==> src/rtl/hcms_frame_loader.sv <==
// Expands a text frame through a 5x7 font ROM into dot bytes for the HCMS-29xx serializer.
// Optional power-on init (reset pulse + two control words) is enabled by HCMS_POWERON_INIT_EN.
module hcms_frame_loader #(
  parameter int unsigned NUM_CHARS    = 4,
  parameter logic [7:0]  CTRL_WORD0   = 8'h7F,
  parameter logic [7:0]  CTRL_WORD1   = 8'h81,
  parameter int unsigned RESET_CYCLES = 16
) (
  input  logic                   i_clk,
  input  logic                   r_reset,
  input  logic [8*NUM_CHARS-1:0] i_text,
  input  logic                   i_update,
  output logic                   o_busy,
  output logic [9:0]             o_font_addr,
  input  logic [7:0]             i_font_data,
  output logic [7:0]             o_byte,
  output logic                   o_byte_valid,
  input  logic                   i_byte_ready,
  output logic                   o_regsel,
  output logic                   o_last,
  output logic                   o_display_reset
);

  localparam int unsigned CHAR_W = (NUM_CHARS > 1) ? $clog2(NUM_CHARS) : 1;
  localparam int unsigned TEXT_W = 8 * NUM_CHARS;
  localparam logic [CHAR_W-1:0] LAST_CHAR = CHAR_W'(NUM_CHARS - 1);

  localparam logic [2:0] ST_IDLE    = 3'd3;
  localparam logic [2:0] ST_FETCH   = 3'd4;
  localparam logic [2:0] ST_ROMWAIT = 3'd5;
  localparam logic [2:0] ST_SEND    = 3'd6;

`ifdef HCMS_POWERON_INIT_EN
  localparam int unsigned CNT_W = $clog2(RESET_CYCLES + 1);
  localparam logic [CNT_W-1:0] CNT_LAST = CNT_W'(RESET_CYCLES - 1);
  localparam logic [2:0] ST_RST_PULSE = 3'd0;
  localparam logic [2:0] ST_CTRL0     = 3'd1;
  localparam logic [2:0] ST_CTRL1     = 3'd2;
  localparam logic [2:0] ST_RESET     = ST_RST_PULSE;
  localparam logic       RESET_BUSY   = 1'b1;
`else
  localparam logic [2:0] ST_RESET     = ST_IDLE;
  localparam logic       RESET_BUSY   = 1'b0;
`endif

  logic [2:0]        state_q, state_d;
  logic [TEXT_W-1:0] frame_q, frame_d;
  logic [CHAR_W-1:0] char_q, char_d;
  logic [2:0]        col_q, col_d;
  logic              pending_q, pending_d;
  logic              busy_q, busy_d;
  logic [9:0]        addr_q, addr_d;
  logic [7:0]        byte_q, byte_d;
  logic              valid_q, valid_d;
  logic              regsel_q, regsel_d;
  logic              last_q, last_d;
  logic              xfer;

`ifdef HCMS_POWERON_INIT_EN
  logic [CNT_W-1:0]  cnt_q, cnt_d;
  logic              disp_rst_q, disp_rst_d;
  logic              unused_font;
  assign unused_font = i_font_data[7];
`else
  logic              unused_cfg;
  assign unused_cfg = ^{i_font_data[7], CTRL_WORD0, CTRL_WORD1, 32'(RESET_CYCLES)};
`endif

  assign xfer = valid_q & i_byte_ready;

  // State and output registers
  always_ff @(posedge i_clk) begin
    if (r_reset) begin
      state_q    <= ST_RESET;
      frame_q    <= '0;
      char_q     <= '0;
      col_q      <= '0;
      pending_q  <= 1'b0;
      busy_q     <= RESET_BUSY;
      addr_q     <= '0;
      byte_q     <= '0;
      valid_q    <= 1'b0;
      regsel_q   <= 1'b0;
      last_q     <= 1'b0;
`ifdef HCMS_POWERON_INIT_EN
      cnt_q      <= '0;
      disp_rst_q <= 1'b1;
`endif
    end else begin
      state_q    <= state_d;
      frame_q    <= frame_d;
      char_q     <= char_d;
      col_q      <= col_d;
      pending_q  <= pending_d;
      busy_q     <= busy_d;
      addr_q     <= addr_d;
      byte_q     <= byte_d;
      valid_q    <= valid_d;
      regsel_q   <= regsel_d;
      last_q     <= last_d;
`ifdef HCMS_POWERON_INIT_EN
      cnt_q      <= cnt_d;
      disp_rst_q <= disp_rst_d;
`endif
    end
  end

  // Next-state and next-output logic
  always_comb begin
    state_d   = state_q;
    frame_d   = frame_q;
    char_d    = char_q;
    col_d     = col_q;
    pending_d = pending_q;
    addr_d    = addr_q;
    byte_d    = byte_q;
    valid_d   = valid_q;
    regsel_d  = regsel_q;
    last_d    = last_q;
`ifdef HCMS_POWERON_INIT_EN
    cnt_d      = cnt_q;
    disp_rst_d = disp_rst_q;
`endif

    // Requests arriving while busy collapse into one deferred frame
    if (i_update && (state_q != ST_IDLE)) pending_d = 1'b1;

    case (state_q)
`ifdef HCMS_POWERON_INIT_EN
      ST_RST_PULSE: begin
        if (cnt_q == CNT_LAST) begin
          state_d    = ST_CTRL0;
          disp_rst_d = 1'b0;
          byte_d     = CTRL_WORD0;
          valid_d    = 1'b1;
          regsel_d   = 1'b1;
          last_d     = 1'b1;
        end else begin
          cnt_d = cnt_q + CNT_W'(1);
        end
      end
      ST_CTRL0: begin
        if (xfer) begin
          state_d = ST_CTRL1;
          byte_d  = CTRL_WORD1;
        end
      end
      ST_CTRL1: begin
        if (xfer) begin
          state_d  = ST_IDLE;
          valid_d  = 1'b0;
          regsel_d = 1'b0;
          last_d   = 1'b0;
        end
      end
`endif
      ST_IDLE: begin
        if (i_update || pending_q) begin
          frame_d   = i_text;
          pending_d = 1'b0;
          char_d    = '0;
          col_d     = 3'd0;
          addr_d    = {i_text[6:0], 3'd0};
          state_d   = ST_FETCH;
        end
      end
      ST_FETCH: state_d = ST_ROMWAIT;
      ST_ROMWAIT: begin
        byte_d   = {1'b0, i_font_data[6:0]};
        valid_d  = 1'b1;
        regsel_d = 1'b0;
        last_d   = (char_q == LAST_CHAR) && (col_q == 3'd4);
        state_d  = ST_SEND;
      end
      ST_SEND: begin
        if (xfer) begin
          valid_d = 1'b0;
          last_d  = 1'b0;
          if (last_q) begin
            state_d = ST_IDLE;
          end else begin
            if (col_q == 3'd4) begin
              col_d  = 3'd0;
              char_d = char_q + CHAR_W'(1);
            end else begin
              col_d = col_q + 3'd1;
            end
            addr_d  = {frame_q[8*char_d +: 7], col_d};
            state_d = ST_FETCH;
          end
        end
      end
      default: state_d = ST_RESET;
    endcase

    busy_d = (state_d != ST_IDLE);
  end

  assign o_busy       = busy_q;
  assign o_font_addr  = addr_q;
  assign o_byte       = byte_q;
  assign o_byte_valid = valid_q;
  assign o_regsel     = regsel_q;
  assign o_last       = last_q;
`ifdef HCMS_POWERON_INIT_EN
  assign o_display_reset = disp_rst_q;
`else
  assign o_display_reset = 1'b0;
`endif

endmodule

==> config.mk <==
export PLATFORM = sky130hd
export DESIGN_NAME = hcms_frame_loader
export DESIGN_NICKNAME = d
export VERILOG_FILES = /design/src/rtl/hcms_frame_loader.sv
export SDC_FILE = /design/constraint.sdc
export NUM_CORES = 1
export LEC_CHECK = 0
export CORE_MARGIN = 3
export CORE_UTILIZATION = 35
export CTS_CLUSTER_SIZE = 14
export DETAILED_ROUTE_END_ITERATION = 6
export PLACE_DENSITY_LB_ADDON = 0.2
export SYNTH_ARGS = -nofsm -noshare
export SYNTH_HDL_FRONTEND = slang
export SYNTH_SLANG_ARGS = --single-unit
export TNS_END_PERCENT = 10
==> constraint.sdc <==
create_clock -name i_clk -period 2.7 [get_ports i_clk]
set_input_delay 0.27 -clock i_clk [delete_from_list [all_inputs] [get_ports i_clk]]
set_output_delay 0.27 -clock i_clk [all_outputs]
set_load 0.02 [all_outputs]
* After elaboration in Yosys (flattened, before gate mapping)
Index checks and enable logic that the tools add are counted.
Cells by class: add/sub/neg operators 2, multipliers 0, divide/modulo/power cells 0, order comparisons 0, equal/unequal tests 11, shift operators 1, muxes and demuxes 27, bitwise operators 1, reduce and logical (&&, ||, !) cells 8
Operator list (count):
- $shiftx A32 B6 Y7 | 1
- $mux W10 | 3
- $mux W3 | 7
- $pmux W10 S2 | 1
- $mux W2 | 7
- $eq A3 B3 Y1 const B | 4
- $pmux W3 S4 | 1
- $ne A2 B2 Y1 const B | 3
- $ne A3 B2 Y1 const B | 2
- $pmux W3 S2 | 1
- $mux W1 | 4
- $pmux W1 S2 | 2
- $pmux W2 S2 | 1
- $reduce_and A2 Y1 | 2
- $reduce_and A4 Y1 | 1
- $reduce_bool A2 Y1 | 2
- $add A3 B1 Y3 const B | 1
- $eq A3 B2 Y1 const B | 1
- $add A2 B1 Y2 const B | 1
- $eq A2 B2 Y1 const B | 1
- $logic_and A1 B1 Y1 | 2
- $and A1 B1 Y1 | 1
- $logic_or A1 B1 Y1 | 1
Storage, ports and cells: register bits 61, latch bits 0, bits in writable memories 0, ROM bits 0, memories 0

* Longest topological paths before layout
word-level depth 9, gate-level depth with buffers 7, mapped depth without buffers 6

* Worst setup path after synthesis
Ideal clock, no wire load.
kind register to register, start point reg col_q[0], end point reg addr_q[4], in the netlist o_font_addr[4], setup time 0.067 ns, arrival time 1.943 ns, data required time 2.633 ns, slack 0.690 ns, cell stages (with the launch flop) 8, path buffers 1, clock period less this slack 2.010 ns, cells stage by stage dfxtp_1 inv_1 ha_1 nand2_2 buf_6 mux4_2 or3_1 o21ai_2
Between the ends: cells in the longest elaborated chain, start to end 9
RTL lines:
- start, declared | RTL line 49 | logic [2:0] col_q, col_d;
- start signal, assigned | RTL line 93 | col_q <= col_d;
- $eq A3 B3 Y1 | RTL line 182 | if (col_q == 3'd4) begin
- $mux W2 | RTL line 182
- $mux W2 | RTL line 179 | if (last_q) begin
- $mux W2 | RTL line 176 | if (xfer) begin
- $mux W2 | RTL line 128 | case (state_q)
- $shiftx A32 B6 Y7 | RTL line 188 | addr_d = {frame_q[8*char_d +: 7], col_d};
- $mux W10 | RTL line 179
- $mux W10 | RTL line 176
- $pmux W10 S2 | RTL line 128
- end signal, assigned | RTL line 96 | addr_q <= addr_d;
- end, declared | RTL line 52 | logic [9:0] addr_q, addr_d;
Every way passes these cells. The select of a mux whose other input is x is not followed. A chain may end at the register's enable or synchronous reset.

* Worst setup path in the final report
start point reg col_q[0], end point reg addr_q[3], in the netlist o_font_addr[3]
The elaborated chain is that of the path after synthesis.

==> run summary <==
initial antenna violation count - 0
switching part of the total power - 0.3031
largest net degree at the start of global routing - 49
# clock sinks - 54
Lkg Pwr - 1.230 nW
H-tree levels - 2
number of hold buffers added after CTS - 0
Max IR drop VDD - 223.5 uV
status - finished clean
Routability Congestion - 0.7754
core area - 7019 um^2
Hold EP - frame_q[24]$_SDFFE_PP0P_
Final setup viols - 0
transition time of the tightest slew-check pin - 0.8489 ns
Power, Total - 1.831 mW
# DRC - 0
Num CTS Buffers - 5
Post-synth EDFFs - 0
yosys warns - 0
Worst R2R End - o_font_addr[3]$_SDFFE_PP0P_
vias in the first global route - 2,126
area share of the largest cell type after synthesis - 0.4144
Post-synth ARST share - 0
post-route ant nets - 0
Synth cell types - 39
Tcrit/Tclk final - 0.7846
utilization after layout - 0.4738
CTS root buf - clkbuf_8
combinational cell fraction of total power - 0.250
R2R Setup Slk - 0.58 ns
filler cell count - 708
grt ovf - 0
die width - 92.34 um
Mapped Cells - 314
kind of start point of the critical path - flop
Avg Cell Area, Syn - 8.308 um^2
Hold WC Path Type - flop to flop
via count - 2,264
area of the multi-input gates - 1384 um^2
clock latency on the worst-skew pair - 0.31 ns
PortBufs - 58
CTS tree - built
first-pass GRT wire length - 10,670 um
Ant. Diodes - 0
Layout Nets - 411
Fin Setup TNS - 0 ns
Iter 0 DRT Violations - 104
FP Rows - 30
ys flop type - dfxtp_1
P_int - 1.276 mW
WHS Path Cells - 2
final hold violations - 0
Crit Path Max Fanout - 11
cells on worst reg2reg path - 6
die height - 92.34 um
clk buf depth - 2
#FFs+latches synth - 54
WL per Instance - 13.31 um
Setup Fix Bufs, Post-CTS - 0
CP Capture Type - flop
Layout area overhead - 27.48%
Initial Utilization - 0.3717
max cap viols - 0
Seq. cell area - 1081 um^2
routed wire length - 6134 um
fin crit period - 2.118 ns
Arrival @ worst endpoint - 2.37 ns
DR vias/cell - 4.911
sequential fraction of the synthesis area - 0.4144
count leader, synth - nand2_1
Sw Pwr - 555.1 uW
Setup CP Type - flop to flop
I/O pins - 67
Reg power frac - 0.506
pwr/cell area - 550.6 nW/um^2
Worst R2R Start - col_q[0]$_SDFFE_PP0P_
RSZ-0062 raised after global routing - false
Rel. slew slack - 0.4341
achievable clock frequency - 472.0 MHz
area leader, netlist - dfxtp_1
die area - 8526 um^2
skew final - 0.01294 ns
synthesized area - 2609 um^2
Worst-path clk slew - 0.10 ns
top cells by area, synth - dfxtp_1 (41%), nand2_1 (8.9%), a21oi_1 (7.3%), nor2_1 (5.5%), mux2i_1 (5.4%)
post_cts resized - 0
Global Route Usage Sum - 0.1532
Final Max Slew Viols - 0
iteration count of the initial detailed-routing pass - 4
clock group share of total power - 0.244
min-delay src - frame_q[24]$_SDFFE_PP0P_
fraction of layout cells with a size suffix above 1 - 0.08493
Worst EP required - 2.95 ns
top cell types by occurrence after synthesis - nand2_1 (62), dfxtp_1 (54), a21oi_1 (38), nor2_1 (38), mux2i_1 (14)
HPWL Detailed - 4329 um
power by group through the flow:
stage               registers (mW)  clock network, mW  logic, mW
CTS                          0.927              0.461      0.464
global route                 0.939              0.496      0.514
global placement             0.943                  0      0.453
detailed placement           0.946                  0      0.463
floorplan                    0.958                  0      0.280
finish                       0.927              0.446      0.458
kinds of logic after synthesis:
group,after synthesis,synth area share
mux,21,0.1156
compound gates,64,0.1463
buf+inv,30,0.05803
flops,54,0.4144
simple gates,141,0.2499
other cells,1,0.001437
fa+ha+maj,3,0.01439
final cells by class:
cell class | count | share of cell area
flip-flops and latches | 54 | 0.3251
clock inverters | 2 | 0.004138
multi-input cells | 232 | 0.4161
inverters | 5 | 0.005643
well taps | 96 | 0.03612
repair buffers | 66 | 0.1911
clock buffers | 6 | 0.02182
critical path: stages (launching register included):
cell     delay, ns
dfxtp_1       0.39
inv_1         0.07
ha_1          0.28
nand2_2       0.28
mux4_1        0.60
or3_1         0.32
o21ai_1       0.11
metal layers:
layer | GRT usage | vias up | routed length (um)
li1 | - | 1171 | -
met1 | 0.2142 | 1022 | 3033
met2 | 0.2332 | 63 | 2671
met3 | 0.04143 | 8 | 348
met4 | 0.04084 | 0 | 80
met5 | 0 | - | 0
sequential cells by signal, indices dropped and copies added, names as in the netlist:
register	flops
frame_q	28
col_q	2
o_byte	7
o_byte_valid	1
o_font_addr	8
state_q	3
pending_q	1
o_last	1
o_busy	1
char_q	2
cells in the final DEF, fill, tap and decap left out, drive strengths merged, types with 8 or more instances in the layout:
| cell | instances |
|---|---|
| nand2 | 63 |
| or3 | 8 |
| mux2i | 14 |
| o21ai | 13 |
| a21oi | 38 |
| clkdlybuf4s50 | 57 |
| dfxtp | 54 |
| nor2 | 38 |
| buf | 9 |
per-stage QoR:
stage	cell area [um^2]	instances	hold WS, ns	setup slack [ns]
final	3326	461	0.4602	0.5816
after detailed placement	3239	453	0.4498	0.5788
after floorplan	2616	316	0.4060	0.6900
after CTS	3326	461	0.4630	0.5562
after global placement	3239	453	0.4430	0.6232
after global routing	3326	461	0.4868	0.3944
how the worst max path moves through the flow:
stage,from,end,slack (ns)
6_report,col_q[0]$_SDFFE_PP0P_,o_font_addr[3]$_SDFFE_PP0P_,0.58
5_1_grt,col_q[0]$_SDFFE_PP0P_,o_font_addr[3]$_SDFFE_PP0P_,0.39
4_1_cts,col_q[0]$_SDFFE_PP0P_,o_font_addr[3]$_SDFFE_PP0P_,0.56
3_5_place_dp,col_q[0]$_SDFFE_PP0P_,o_font_addr[3]$_SDFFE_PP0P_,0.58
3_3_place_gp,col_q[0]$_SDFFE_PP0P_,o_font_addr[3]$_SDFFE_PP0P_,0.62
2_1_floorplan,col_q[0]$_SDFFE_PP0P_,o_font_addr[4]$_SDFFE_PP0P_,0.69
(Power assumes the default switching activity.)
